[config.mk]
export PLATFORM = sky130hd
export DESIGN_NAME = ssd_debug_ctrl
export DESIGN_NICKNAME = d
export VERILOG_FILES = /design/src/rtl/ssd_pkg.sv /design/src/rtl/ssd_digit_decoder.sv /design/src/rtl/ssd_debug_ctrl.sv
export SDC_FILE = /design/constraint.sdc
export NUM_CORES = 1
export LEC_CHECK = 0
export ABC_AREA = 1
export CAP_MARGIN = 5
export CORE_MARGIN = 4
export CORE_UTILIZATION = 57
export CTS_BUF_LIST = sky130_fd_sc_hd__clkbuf_8
export DETAILED_ROUTE_END_ITERATION = 10
export PLACE_DENSITY = 0.79
export SYNTH_ARGS = -nofsm -noshare
export SYNTH_HDL_FRONTEND = slang
export SYNTH_SLANG_ARGS = --single-unit
[constraint.sdc]
create_clock -name clk -period 1.95 [get_ports clk]
set_clock_uncertainty 0.2 [all_clocks]
set_input_delay 0.39 -clock clk [delete_from_list [all_inputs] [get_ports clk]]
set_output_delay 0.39 -clock clk [all_outputs]
set_load 0.005 [all_outputs]
[src/rtl/ssd_pkg.sv]
// Shared constants for the debug seven-segment display controller.
package ssd_pkg;

  localparam int unsigned NUM_DIGITS = 4;
  localparam int unsigned BIN_WIDTH  = 13;
  localparam int unsigned BCD_WIDTH  = 4 * NUM_DIGITS;
  localparam int unsigned BitCntW    = $clog2(BIN_WIDTH);

  // Conversion FSM states
  localparam logic [1:0] StIdle  = 2'd0;
  localparam logic [1:0] StShift = 2'd1;
  localparam logic [1:0] StDone  = 2'd2;

  // Active-low segments, bit order {g,f,e,d,c,b,a}
  localparam logic [6:0] SEG_BLANK = 7'h7F;
  localparam logic [6:0] SEG_0     = 7'b1000000;
  localparam logic [6:0] SEG_1     = 7'b1111001;
  localparam logic [6:0] SEG_2     = 7'b0100100;
  localparam logic [6:0] SEG_3     = 7'b0110000;
  localparam logic [6:0] SEG_4     = 7'b0011001;
  localparam logic [6:0] SEG_5     = 7'b0010010;
  localparam logic [6:0] SEG_6     = 7'b0000010;
  localparam logic [6:0] SEG_7     = 7'b1111000;
  localparam logic [6:0] SEG_8     = 7'b0000000;
  localparam logic [6:0] SEG_9     = 7'b0010000;

endpackage

[src/rtl/ssd_digit_decoder.sv]
// BCD digit to active-low seven-segment pattern, with forced blanking.
module ssd_digit_decoder
  import ssd_pkg::*;
(
  input  logic [3:0] digit_i,
  input  logic       blank_i,
  output logic [6:0] seg_o
);

  // Segment lookup; non-decimal codes show nothing
  always_comb begin
    seg_o = SEG_BLANK;
    if (!blank_i) begin
      case (digit_i)
        4'd0:    seg_o = SEG_0;
        4'd1:    seg_o = SEG_1;
        4'd2:    seg_o = SEG_2;
        4'd3:    seg_o = SEG_3;
        4'd4:    seg_o = SEG_4;
        4'd5:    seg_o = SEG_5;
        4'd6:    seg_o = SEG_6;
        4'd7:    seg_o = SEG_7;
        4'd8:    seg_o = SEG_8;
        4'd9:    seg_o = SEG_9;
        default: seg_o = SEG_BLANK;
      endcase
    end
  end

endmodule

[src/rtl/ssd_debug_ctrl.sv]
// Debug display front panel: button-stepped probe select, binary-to-BCD
// conversion of the probed value and a multiplexed 4-digit display scan.
module ssd_debug_ctrl
  import ssd_pkg::*;
#(
  parameter int unsigned DEBOUNCE_CYCLES = 500000,
  parameter int unsigned REFRESH_DIV     = 100000,
  parameter int unsigned NUM_SEL         = 12
) (
  input  logic                  clk,
  input  logic                  rst_n,
  input  logic                  btn_next,
  input  logic                  btn_prev,
  input  logic [BIN_WIDTH-1:0]  value_in,
  output logic [3:0]            sel_out,
  output logic [NUM_DIGITS-1:0] anode,
  output logic [6:0]            cathode
);

  localparam int unsigned DbW  = $clog2(DEBOUNCE_CYCLES + 1);
  localparam int unsigned RefW = $clog2(REFRESH_DIV + 1);
  localparam int unsigned IdxW = $clog2(NUM_DIGITS);
  localparam logic [DbW-1:0]  DbLast  = DbW'(DEBOUNCE_CYCLES - 1);
  localparam logic [RefW-1:0] RefLast = RefW'(REFRESH_DIV - 1);
  localparam logic [3:0]      SelLast = 4'(NUM_SEL - 1);

  // ---------------------------------------------------------------------------
  // Buttons: bit 0 = next, bit 1 = prev
  // ---------------------------------------------------------------------------
  logic [1:0]     btn_raw;
  logic [1:0]     sync1_q, sync2_q;
  logic [1:0]     acc_q, acc_d;
  logic [1:0]     pulse_q, pulse_d;
  logic [DbW-1:0] db_cnt_q [2];
  logic [DbW-1:0] db_cnt_d [2];

  assign btn_raw = {btn_prev, btn_next};

  // Debounce: accept a new level only after DEBOUNCE_CYCLES differing samples
  always_comb begin
    acc_d   = acc_q;
    pulse_d = '0;
    for (int i = 0; i < 2; i++) begin
      db_cnt_d[i] = '0;
      if (sync2_q[i] != acc_q[i]) begin
        if (db_cnt_q[i] == DbLast) begin
          acc_d[i]   = sync2_q[i];
          pulse_d[i] = sync2_q[i];
        end else begin
          db_cnt_d[i] = db_cnt_q[i] + DbW'(1);
        end
      end
    end
  end

  // Synchronisers, accepted levels and step pulses
  always_ff @(posedge clk or negedge rst_n) begin
    if (!rst_n) begin
      sync1_q     <= '0;
      sync2_q     <= '0;
      acc_q       <= '0;
      pulse_q     <= '0;
      db_cnt_q[0] <= '0;
      db_cnt_q[1] <= '0;
    end else begin
      sync1_q     <= btn_raw;
      sync2_q     <= sync1_q;
      acc_q       <= acc_d;
      pulse_q     <= pulse_d;
      db_cnt_q[0] <= db_cnt_d[0];
      db_cnt_q[1] <= db_cnt_d[1];
    end
  end

  // ---------------------------------------------------------------------------
  // Probe select
  // ---------------------------------------------------------------------------
  logic [3:0] sel_q, sel_d;
  logic       sel_change;

  // Wrapping step; simultaneous next and prev cancel out
  always_comb begin
    sel_d = sel_q;
    if (pulse_q == 2'b01) begin
      sel_d = (sel_q == SelLast) ? 4'd0 : sel_q + 4'd1;
    end else if (pulse_q == 2'b10) begin
      sel_d = (sel_q == 4'd0) ? SelLast : sel_q - 4'd1;
    end
  end

  assign sel_change = (sel_d != sel_q);

  // ---------------------------------------------------------------------------
  // Double-dabble conversion
  // ---------------------------------------------------------------------------
  logic [1:0]           state_q, state_d;
  logic [BIN_WIDTH-1:0] shift_q, shift_d;
  logic [BCD_WIDTH-1:0] bcd_q, bcd_d, bcd_adj;
  logic [BitCntW-1:0]   bit_cnt_q, bit_cnt_d;
  logic [BCD_WIDTH-1:0] digits_q, digits_d;

  // Conversion sequencing; a select change restarts it without touching the display
  always_comb begin
    state_d   = state_q;
    shift_d   = shift_q;
    bcd_d     = bcd_q;
    bit_cnt_d = bit_cnt_q;
    digits_d  = digits_q;
    bcd_adj   = bcd_q;
    for (int i = 0; i < NUM_DIGITS; i++) begin
      if (bcd_q[4*i +: 4] >= 4'd5) begin
        bcd_adj[4*i +: 4] = bcd_q[4*i +: 4] + 4'd3;
      end
    end
    case (state_q)
      StIdle: begin
        shift_d   = value_in;
        bcd_d     = '0;
        bit_cnt_d = '0;
        state_d   = StShift;
      end
      StShift: begin
        {bcd_d, shift_d} = {bcd_adj[BCD_WIDTH-2:0], shift_q, 1'b0};
        if (bit_cnt_q == BitCntW'(BIN_WIDTH - 1)) begin
          state_d = StDone;
        end else begin
          bit_cnt_d = bit_cnt_q + BitCntW'(1);
        end
      end
      StDone: begin
        digits_d = bcd_q;
        state_d  = StIdle;
      end
      default: state_d = StIdle;
    endcase
    if (sel_change) begin
      state_d  = StIdle;
      digits_d = digits_q;
    end
  end

  // Select, conversion datapath and displayed digits
  always_ff @(posedge clk or negedge rst_n) begin
    if (!rst_n) begin
      sel_q     <= '0;
      state_q   <= StIdle;
      shift_q   <= '0;
      bcd_q     <= '0;
      bit_cnt_q <= '0;
      digits_q  <= '0;
    end else begin
      sel_q     <= sel_d;
      state_q   <= state_d;
      shift_q   <= shift_d;
      bcd_q     <= bcd_d;
      bit_cnt_q <= bit_cnt_d;
      digits_q  <= digits_d;
    end
  end

  // ---------------------------------------------------------------------------
  // Display scan
  // ---------------------------------------------------------------------------
  logic [RefW-1:0]       ref_q, ref_d;
  logic [IdxW-1:0]       idx_q, idx_d;
  logic [NUM_DIGITS-1:0] anode_q, anode_d;
  logic [6:0]            cathode_q, cathode_d;
  logic [NUM_DIGITS-1:0] nz;
  logic [3:0]            cur_digit;
  logic                  blank;

  // Refresh divider and digit index
  always_comb begin
    ref_d = ref_q + RefW'(1);
    idx_d = idx_q;
    if (ref_q == RefLast) begin
      ref_d = '0;
      idx_d = idx_q + IdxW'(1);
    end
  end

  // Nonzero flags per digit for leading-zero blanking
  always_comb begin
    for (int i = 0; i < NUM_DIGITS; i++) begin
      nz[i] = (digits_q[4*i +: 4] != 4'd0);
    end
  end

  assign cur_digit = digits_q[{idx_q, 2'b00} +: 4];
  // Blank when nothing nonzero sits at or above this position; digit 0 always shows
  assign blank     = (idx_q != '0) && ((nz >> idx_q) == '0);
  assign anode_d   = ~(NUM_DIGITS'(1) << idx_q);

  ssd_digit_decoder u_decoder (
    .digit_i (cur_digit),
    .blank_i (blank),
    .seg_o   (cathode_d)
  );

  // Scan state and registered display drive (anode and cathode change together)
  always_ff @(posedge clk or negedge rst_n) begin
    if (!rst_n) begin
      ref_q     <= '0;
      idx_q     <= '0;
      anode_q   <= 4'b1110;
      cathode_q <= SEG_0;
    end else begin
      ref_q     <= ref_d;
      idx_q     <= idx_d;
      anode_q   <= anode_d;
      cathode_q <= cathode_d;
    end
  end

  assign sel_out = sel_q;
  assign anode   = anode_q;
  assign cathode = cathode_q;

endmodule

# [Word level (Yosys, flattened, before mapping)]
# Memories as Yosys holds them, arrays and structs flattened.
# Index checks and enable logic that the tools add are counted.
[op_classes] n_lt_le_gt_ge=4 bitwise_logic=2 n_mux=25 reduce_logical=14 addsub=11 eq_ne=14 shifts=3
[op_table] cell="$mux 19" count=4
[op_table] cell="$add 19x1->19 const B" count=2
[op_table] cell="$eq 19x19->1 const B" count=2
[op_table] cell="$mux 4" count=8
[op_table] cell="$pmux 16 s2" count=1
[op_table] cell="$pmux 13 s2" count=1
[op_table] cell="$add 17x1->17 const B" count=1
[op_table] cell="$eq 17x17->1 const B" count=1
[op_table] cell="$mux 17" count=1
[op_table] cell="$ge 4x3->1 const B" count=4
[op_table] cell="$reduce_bool 4->1" count=4
[op_table] cell="$shiftx 16x5->4" count=1
[op_table] cell="$add 4x2->4 const B" count=3
[op_table] cell="$add 4x1->4 const B" count=2
[op_table] cell="$eq 4x4->1 const B" count=2
[op_table] cell="$logic_not 4->1" count=2
[op_table] cell="$pmux 4 s2" count=1
[op_table] cell="$reduce_and 2->1" count=4
[op_table] cell="$mux 7" count=1
[op_table] cell="$eq 2x1->1 const B" count=2
[op_table] cell="$eq 2x2->1 const B" count=2
[op_table] cell="$mux 1" count=4
[op_table] cell="$mux 2" count=2
[op_table] cell="$ne 4x4->1" count=1
[op_table] cell="15 further kinds" count=17
[word_totals] mem_bits_ro=112 register_bits=131 word_cells=91 n_memories=1
[memory_table] name="(no name shown)" words=16 width=7 read_ports=1 rd_ports_with_merged_regs=0 write_ports=0 line_no="ssd_digit_decoder.sv:14" text="case (digit_i)"

# [Longest topological paths before layout]
# Gate-level depths: netlist (run 1).
[depth] ltp_word=7 ltp_mapped=15 mapped_depth_nobuf=14

# [Modules after synthesis]
# Synthesis (run 1) repeated with hierarchy kept, for this count alone.
[hier_totals] hier_cells=818 area_unflattened_um2=6736.5
[by_module_without_submodules] module="ssd_debug_ctrl" seq_area_each_um2=3283.1 n_inst=1 cells_each=781 area_per_inst_um2=6527.5
[by_module_without_submodules] module="ssd_digit_decoder" seq_area_each_um2=0.0 n_inst=1 cells_each=37 area_per_inst_um2=209.0

# [Worst setup path after synthesis (run 1)]
# Ideal clock, no wire load.
[synth_timing] path_kind="reg-to-reg" start="reg sel_q[0], in the netlist sel_out[0]" end="reg digits_q[12]" path_stages_with_launch=16 synth_period_minus_slack_ns=2.120 setup_ns=0.117 path_slack_ns=-0.170 t_required_ns=1.633 t_arrival_ns=1.803 path_cell_list="dfrtp_1 inv_1 ha_1 inv_1 nand2_1 nand2_2 nand2_2 nand2_1 nand2_1 clkinv_1 nand2_1 nor2_4 nand3_4 buf_6 nand2_2 nand2_1"
[synth_via] elab_chain_len=7 elab_cells_between_ends=11 cone_classes="add/sub: 2; eq/ne: 2; mux: 4; bitwise: 1; reduce/logical: 2"
[synth_lines] element="start: declaration" line_no="ssd_debug_ctrl.sv:78" text="logic [3:0] sel_q, sel_d;"
[synth_lines] element="start signal: assignment" line_no="ssd_debug_ctrl.sv:152" text="sel_q <= sel_d;"
[synth_lines] element="$sub 4x1->4 or $logic_not 4->1 (tied branches)" line_no="ssd_debug_ctrl.sv:87" text="sel_d = (sel_q == 4'd0) ? SelLast : sel_q - 4'd1;"
[synth_lines] element="$mux 4" line_no="ssd_debug_ctrl.sv:87"
[synth_lines] element="$mux 4" line_no="ssd_debug_ctrl.sv:86" text="end else if (pulse_q == 2'b10) begin"
[synth_lines] element="$mux 4 *" line_no="ssd_debug_ctrl.sv:84" text="if (pulse_q == 2'b01) begin"
[synth_lines] element="named net sel_d[1]" line_no="ssd_debug_ctrl.sv:78"
[synth_lines] element="$ne 4x4->1 *" line_no="ssd_debug_ctrl.sv:91" text="assign sel_change = (sel_d != sel_q);"
[synth_lines] element="$not 1->1 (no source line) *"
[synth_lines] element="$reduce_and 2->1 (no source line) *"
[synth_lines] element="end signal: assignment" line_no="ssd_debug_ctrl.sv:157" text="digits_q <= digits_d;"
[synth_lines] element="end: declaration" line_no="ssd_debug_ctrl.sv:100" text="logic [BCD_WIDTH-1:0] digits_q, digits_d;"
# Mark *: on every way through the listed nets, which the timed path passes. The rest lies on a longest branch.
# A chain may end at the register's enable or synchronous reset.

# [Final worst setup path (run 1)]
[layout_timing] start="reg sel_q[1], in the netlist sel_out[1]" end="reg digits_q[13]"
# The elaborated chain is that of the path after synthesis.

==> results of run 1 <==
-- kinds of logic after synthesis --
group,count (synthesis),synth area share [%]
and+or+nand+nor,448,29.6
DFF,131,47.7
buffers and inverters,127,7.18
AOI/OAI and AO/OA,95,8.13
xor gates and xnor gates,24,3.05
adders and majority gates,24,4.36
-- per-layer routing --
layer	GRT usage [%]	up-vias	routed length [microns]	part of all wire, %
li1	-	2974	-	-
met1	28.7	2891	6770	43
met2	38.2	190	7910	50
met3	5.81	23	820	5.2
met4	7.55	0	207	1.3
met5	0	-	0	0
-- worst paths after layout --
path	start	endpoint	depth (start not counted)
max in group asynchronous	rst_n	db_cnt_q[0]	3
setup reg to reg	sel_out[1]	digits_q[13]	15
min in group asynchronous	rst_n	db_cnt_q[19]	2
hold / removal	sync1_q[1]	sync2_q[1]	0
setup / recovery	sel_out[1]	digits_q[13]	15
hold reg to reg	sync1_q[1]	sync2_q[1]	0
-- power by group --
group	internal [uW]	total [uW]	switching (uW)
Clock	1350	2400	1050
Sequential	2960	3160	199
Combinational	462	977	515
-- timing repair --
item                                   4_1_cts  5_1_grt
hold buffers                                 1        0
setup endpoints to repair                   29       47
gates resized for setup                     33       44
buffers inserted                             5        4
gates cloned                                 2        1
pin swaps                                    9       20
endpoints found under the hold margin       24        0
-- flip-flops by register name (all words and copies together) (netlist names) --
name       count
bcd_q         16
db_cnt_q      38
pulse_q        2
shift_q       13
digits_q      16
cathode        7
idx_q          2
anode          4
state_q        2
bit_cnt_q      4
acc_q          2
sel_out        4
sync2_q        2
ref_q         17
sync1_q        2
-- placed cells by master, fill, tap and decap left out, drive strengths merged, types with 3 or more instances in the layout --
cell / netlist / final
dlygate4sd2: 0 / 8
ha: 24 / 24
nand4: 46 / 46
dfstp: 4 / 4
clkinvlp: 0 / 3
or2: 7 / 7
bufinv: 0 / 3
a211oi: 3 / 3
nand2: 198 / 198
xor2: 22 / 22
nand3: 58 / 59
clkinv: 4 / 7
a31oi: 3 / 3
nor4: 8 / 8
o22ai: 5 / 5
nor2: 99 / 99
nor3: 27 / 27
o32ai: 3 / 3
inv: 109 / 112
nor3b: 3 / 3
dfrtp: 127 / 127
o21ai: 44 / 44
a31o: 3 / 3
clkdlybuf4s50: 0 / 22
o211ai: 8 / 8
a21oi: 19 / 19
clkbuf: 9 / 21
buf: 5 / 50
-- worst max-delay path, delay by kind of cell (launching register included) --
| kind | cells | cell delay (ns) |
|---|---|---|
| AND/OR/NAND/NOR | 10 | 0.81 |
| flip-flops | 1 | 0.41 |
| buffers and inverters | 4 | 0.32 |
| adder cells (fa/ha/maj) | 1 | 0.20 |
-- cell type report --
type	count	area [sq um]	area share [%]
multi-input combinational	592	3300	39.3
inverter	113	433	5.16
clock buffer	20	275	3.28
timing repair buffer	82	774	9.24
clock inverter	12	138	1.64
sequential	131	3290	39.2
tap	143	179	2.13
-- per-stage QoR --
step / cells / hold slack [ns] / instance area (sq um) / setup slack [ns]
2_1_floorplan: 849 / -0.106 / 6900 / -0.0771
3_3_place_gp: 1048 / 0.135 / 7650 / -0.00330
3_5_place_dp: 1048 / 0.137 / 7650 / -0.110
4_1_cts: 1088 / 0.153 / 8190 / -0.0173
5_1_grt: 1093 / 0.156 / 8390 / -0.208
6_report: 1093 / 0.153 / 8390 / -0.111
==> impl_metrics.json, run 1 <==
{
  "crit_path_top_delay_cell": "dfrtp_2",
  "drive_above_1_share_pct": 18.4,
  "start_util_pct": 59.3,
  "vias": 6078,
  "status": "finished, violations left",
  "path_max_fanout": 8,
  "end_kind": "flop",
  "slew_viol_final": 0,
  "grt_pass1_vias": 5899,
  "synth_edf_count": 0,
  "min_period_ns": 2.06,
  "grt-ovfl-total": 0,
  "synth.largest_area_cell": "dfrtp_1",
  "ys_seq_elements": 131,
  "cts_made_buffers": 17,
  "diodes": 0,
  "drc": 0,
  "crit_chain": "inv_2 -> ha_4 -> inv_2 -> nand2_2 -> nand2_2 -> nand2_2 -> nand2_2 -> nand2_2 -> inv_4 -> nand2_4 -> nor2_4 -> buf_12 -> nand3_4 -> nand2_2 -> nand2_1",
  "r2r_slack_ns": -0.11,
  "syn_area_per_cell_sq_um": 8.11,
  "root_buffer": "clkbuf_8",
  "crit_path_frequent_cell": "nand2_2",
  "leakage_uw": 0.00385,
  "fin_nets": 978,
  "max_cap_violations": 0,
  "htree_levels": 4,
  "startpoint_type": "flop",
  "crit_arrival_ns": 2.19,
  "synth.most_common_cell": "nand2_1",
  "die_x_microns": 118,
  "grt_usage_pct": 22.7,
  "postSynthCellCount": 849,
  "cts_sinks": 131,
  "area_growth_pct": 21.8,
  "dpl.hpwl_microns": 10800,
  "post_synth_num_cell_types": 41,
  "wl_microns": 15700,
  "cts_tree": "built",
  "yosys_warnings": 0,
  "antenna_found_initial": 0,
  "hold_viol_final": 0,
  "peakVddDrop_uv": 538,
  "io_pins": 32,
  "ctsLongestPathBuffers": 2,
  "first_iter_violations": 452,
  "ant_nets": 0,
  "yosysTopAreaCellShare_pct": 46.2,
  "p_total_uw": 6540,
  "grt_pass1_wl_microns": 26500,
  "gp_congestion": 0.948,
  "clk_pin_slew_ns": 0.07,
  "critical-path-max-stage-delay_ns": 0.41,
  "cp.required_ns": 2.08,
  "yosysSeqAreaShare_pct": 47.7,
  "worst_pin_slew_ns": 0.477,
  "relSlewSlack_pct": 68.2,
  "synth_common_cells": "181 x nand2_1, 127 x dfrtp_1, 105 x inv_1, 94 x nor2_1, 57 x nand3_1",
  "synth_async_sr_flop_share_pct": 100,
  "powerDensity_nw_per_um2": 779,
  "violations": "negative setup slack",
  "coreArea_sq_um": 11600,
  "ys.flop_type": "dfrtp_1",
  "setup-tns-final_ns": -1.03,
  "rows": 39,
  "numPortBuffers": 31,
  "crit_type": "reg2reg",
  "die_area_sq_um": 13900,
  "clock_latency_ns": 0.44,
  "worst_slack_ns": -0.111,
  "post-route-period-util_pct": 106,
  "setup_viol": 17,
  "syn-cell-area_sq_um": 6880,
  "grt_start_max_net_pins": 35,
  "die_h_microns": 118,
  "hold_path.class": "reg2reg",
  "fillCellCount": 879,
  "first_pass_iters": 5,
  "viasPerCell": 5.56,
  "syn_nets": 890,
  "fmax_mhz": 485,
  "synthTopCellsByArea": "dfrtp_1 46%, nand2_1 9.9%, inv_1 5.7%",
  "drt-wirelength-per-cell_microns": 14.4,
  "rsz0062_at_grt": "true",
  "utilization_pct": 72.2
}
Power figures use the tool's default switching activity.
==> inputs of run 2 (changes only) <==
REMOVE_ABC_BUFFERS = 1   (was default)
==> run 2 against run 1 <==
  * The flow still finishes with violations (negative setup slack)
  * Critical path depth stayed put
  * Wire length decreased by 3.7%
  * Global-route usage down 0.49 points
  * Die area unchanged
  * Hold slack improved by 0.0014 ns
  * Combinational power decreased by 4.7%
  * Final cell count fell by 0.37%
  * Critical endpoint unchanged
==> impl_metrics.json, run 2 (synthesis gave the netlist of run 1 again) <==
{
  "status": "finished, violations left",
  "violations": "negative setup slack",
  "setup-tns-final_ns": -0.484,
  "critical-path-max-stage-delay_ns": 0.39,
  "grt_pass1_vias": 5858,
  "fmax_mhz": 495,
  "root_buffer": "clkbuf_8",
  "dpl.hpwl_microns": 10400,
  "utilization_pct": 71.4,
  "hold_viol_final": 0,
  "ant_nets": 0,
  "hold_path.class": "reg2reg",
  "viasPerCell": 5.53,
  "vias": 6023,
  "clock_latency_ns": 0.44,
  "layout_common_cells": "164 x nand2_1, 124 x dfrtp_1, 100 x inv_1",
  "setup_viol": 16,
  "crit_type": "reg2reg",
  "slew_viol_final": 0,
  "first_iter_violations": 371,
  "fillCellCount": 865,
  "gp_congestion": 0.928,
  "crit_path_frequent_cell": "nand2_2",
  "rsz0062_at_grt": "true",
  "antenna_found_initial": 0,
  "diodes": 0,
  "ctsLongestPathBuffers": 2,
  "top_regs": "db_cnt_q: 38 flops, ref_q: 17 flops",
  "powerDensity_nw_per_um2": 767,
  "clk_pin_slew_ns": 0.07,
  "fin_nets": 976,
  "startpoint_type": "flop",
  "post_layout_nonfiller_instances": 1089,
  "largest_reg_flops": 38,
  "die_area_sq_um": 13900,
  "first_pass_iters": 5,
  "post-place-cells": 1043,
  "grt-ovfl-total": 0,
  "crit_arrival_ns": 2.15,
  "grt_pass1_wl_microns": 25800,
  "fin_area_sq_um": 8300,
  "post-route-period-util_pct": 104,
  "leakage_uw": 0.00382,
  "crit_chain": "inv_2 -> ha_4 -> inv_2 -> nand2_2 -> nand2_2 -> nand2_2 -> nand2_2 -> nand2_2 -> inv_2 -> nand2_2 -> nor2_4 -> buf_12 -> nand3_4 -> nand2_2 -> nand2_2",
  "cp.required_ns": 2.08,
  "drt-wirelength-per-cell_microns": 13.9,
  "drc": 0,
  "grt_usage_pct": 22.2,
  "start_util_pct": 59.3,
  "worst_pin_slew_ns": 0.371,
  "worst_slack_ns": -0.0697,
  "peakVddDrop_uv": 565,
  "relSlewSlack_pct": 75.0,
  "path_max_fanout": 8,
  "crit_path_top_delay_cell": "dfrtp_1",
  "area_growth_pct": 20.5,
  "post-place-ws_ns": -0.130,
  "cts_tree": "built",
  "largest_register": "db_cnt_q",
  "placed_area_sq_um": 7590,
  "min_period_ns": 2.02,
  "rows": 39,
  "htree_levels": 4,
  "drive_above_1_share_pct": 18.1,
  "end_kind": "flop",
  "coreArea_sq_um": 11600,
  "io_pins": 32,
  "cts_sinks": 131,
  "layout_commonest_cell": "nand2_1",
  "max_cap_violations": 0,
  "wl_microns": 15100,
  "die_x_microns": 118,
  "grt_start_max_net_pins": 52,
  "die_h_microns": 118,
  "numPortBuffers": 31,
  "cts_made_buffers": 17
}
run 2: cell types whose count changed in the layout (fill, tap and decap cells not counted), moves of 3 or more:
cell and change:
buf_4 -4, buf_6 +3, clkbuf_8 +3, clkinvlp_4 -3, inv_2 +4, nor2_1 -4, nor2_2 +3
run 2: layer usage:
| layer | share of wire (%) | GRT usage [%] | wire length [microns] | up-vias |
|---|---|---|---|---|
| li1 | - | - | - | 2969 |
| met1 | 44 | 27.7 | 6600 | 2855 |
| met2 | 50 | 37.3 | 7600 | 165 |
| met3 | 4.2 | 5.48 | 638 | 34 |
| met4 | 2.0 | 8.72 | 295 | 0 |
| met5 | 0 | 0 | 0 | - |
run 2: area by class of cell:
cell class,count,area [sq um],share of cell area [%]
multi-input cells,592,3270,39.4
clock buffers,23,317,3.82
flip-flops and latches,131,3290,39.6
inverters,113,425,5.13
repair buffers,80,734,8.85
clock inverters,7,81.3,0.980
well taps,143,179,2.16
run 2: final timing paths:
check                                start            to  slack [ns]  depth (start not counted)
worst max register to register  sel_out[0]  digits_q[13]       -0.07                         15
max in group asynchronous            rst_n      anode[3]        0.79                          3
min in group asynchronous            rst_n  db_cnt_q[24]        0.18                          2
worst max-delay path            sel_out[0]  digits_q[13]       -0.07                         15
worst min-delay path            sync1_q[1]    sync2_q[1]        0.15                          0
worst min register to register  sync1_q[1]    sync2_q[1]        0.15                          0
run 2: stage by stage:
step	power (uW)	hold slack (ns)
2_1_floorplan	3630	-0.106
3_3_place_gp	3980	0.0862
3_5_place_dp	4040	0.0882
4_1_cts	6330	0.154
5_1_grt	6710	0.168
6_report	6370	0.154
run 2: critical path: cells and delay by family (launching register included):
kind / cells / cell delay [ns]
DFF: 1 / 0.39
adders and majority gates: 1 / 0.21
and+or+nand+nor: 10 / 0.78
buffers and inverters: 4 / 0.32
run 2: what timing repair did:
item	4_1_cts	5_1_grt
gates resized for setup	25	52
setup buffers	6	7
hold buffers	1	0
endpoints found under the setup margin	29	38
hold endpoints to repair	127	0
pin swaps	5	22
gates cloned	2	0
run 2: where the power goes:
part / total [uW] / switching [uW] / leakage (uW) / internal (uW)
Clock: 2270 / 961 / 0.000217 / 1310
Sequential: 3160 / 198 / 0.00170 / 2970
Combinational: 931 / 492 / 0.00191 / 439
Total: 6370 / 1650 / 0.00382 / 4710
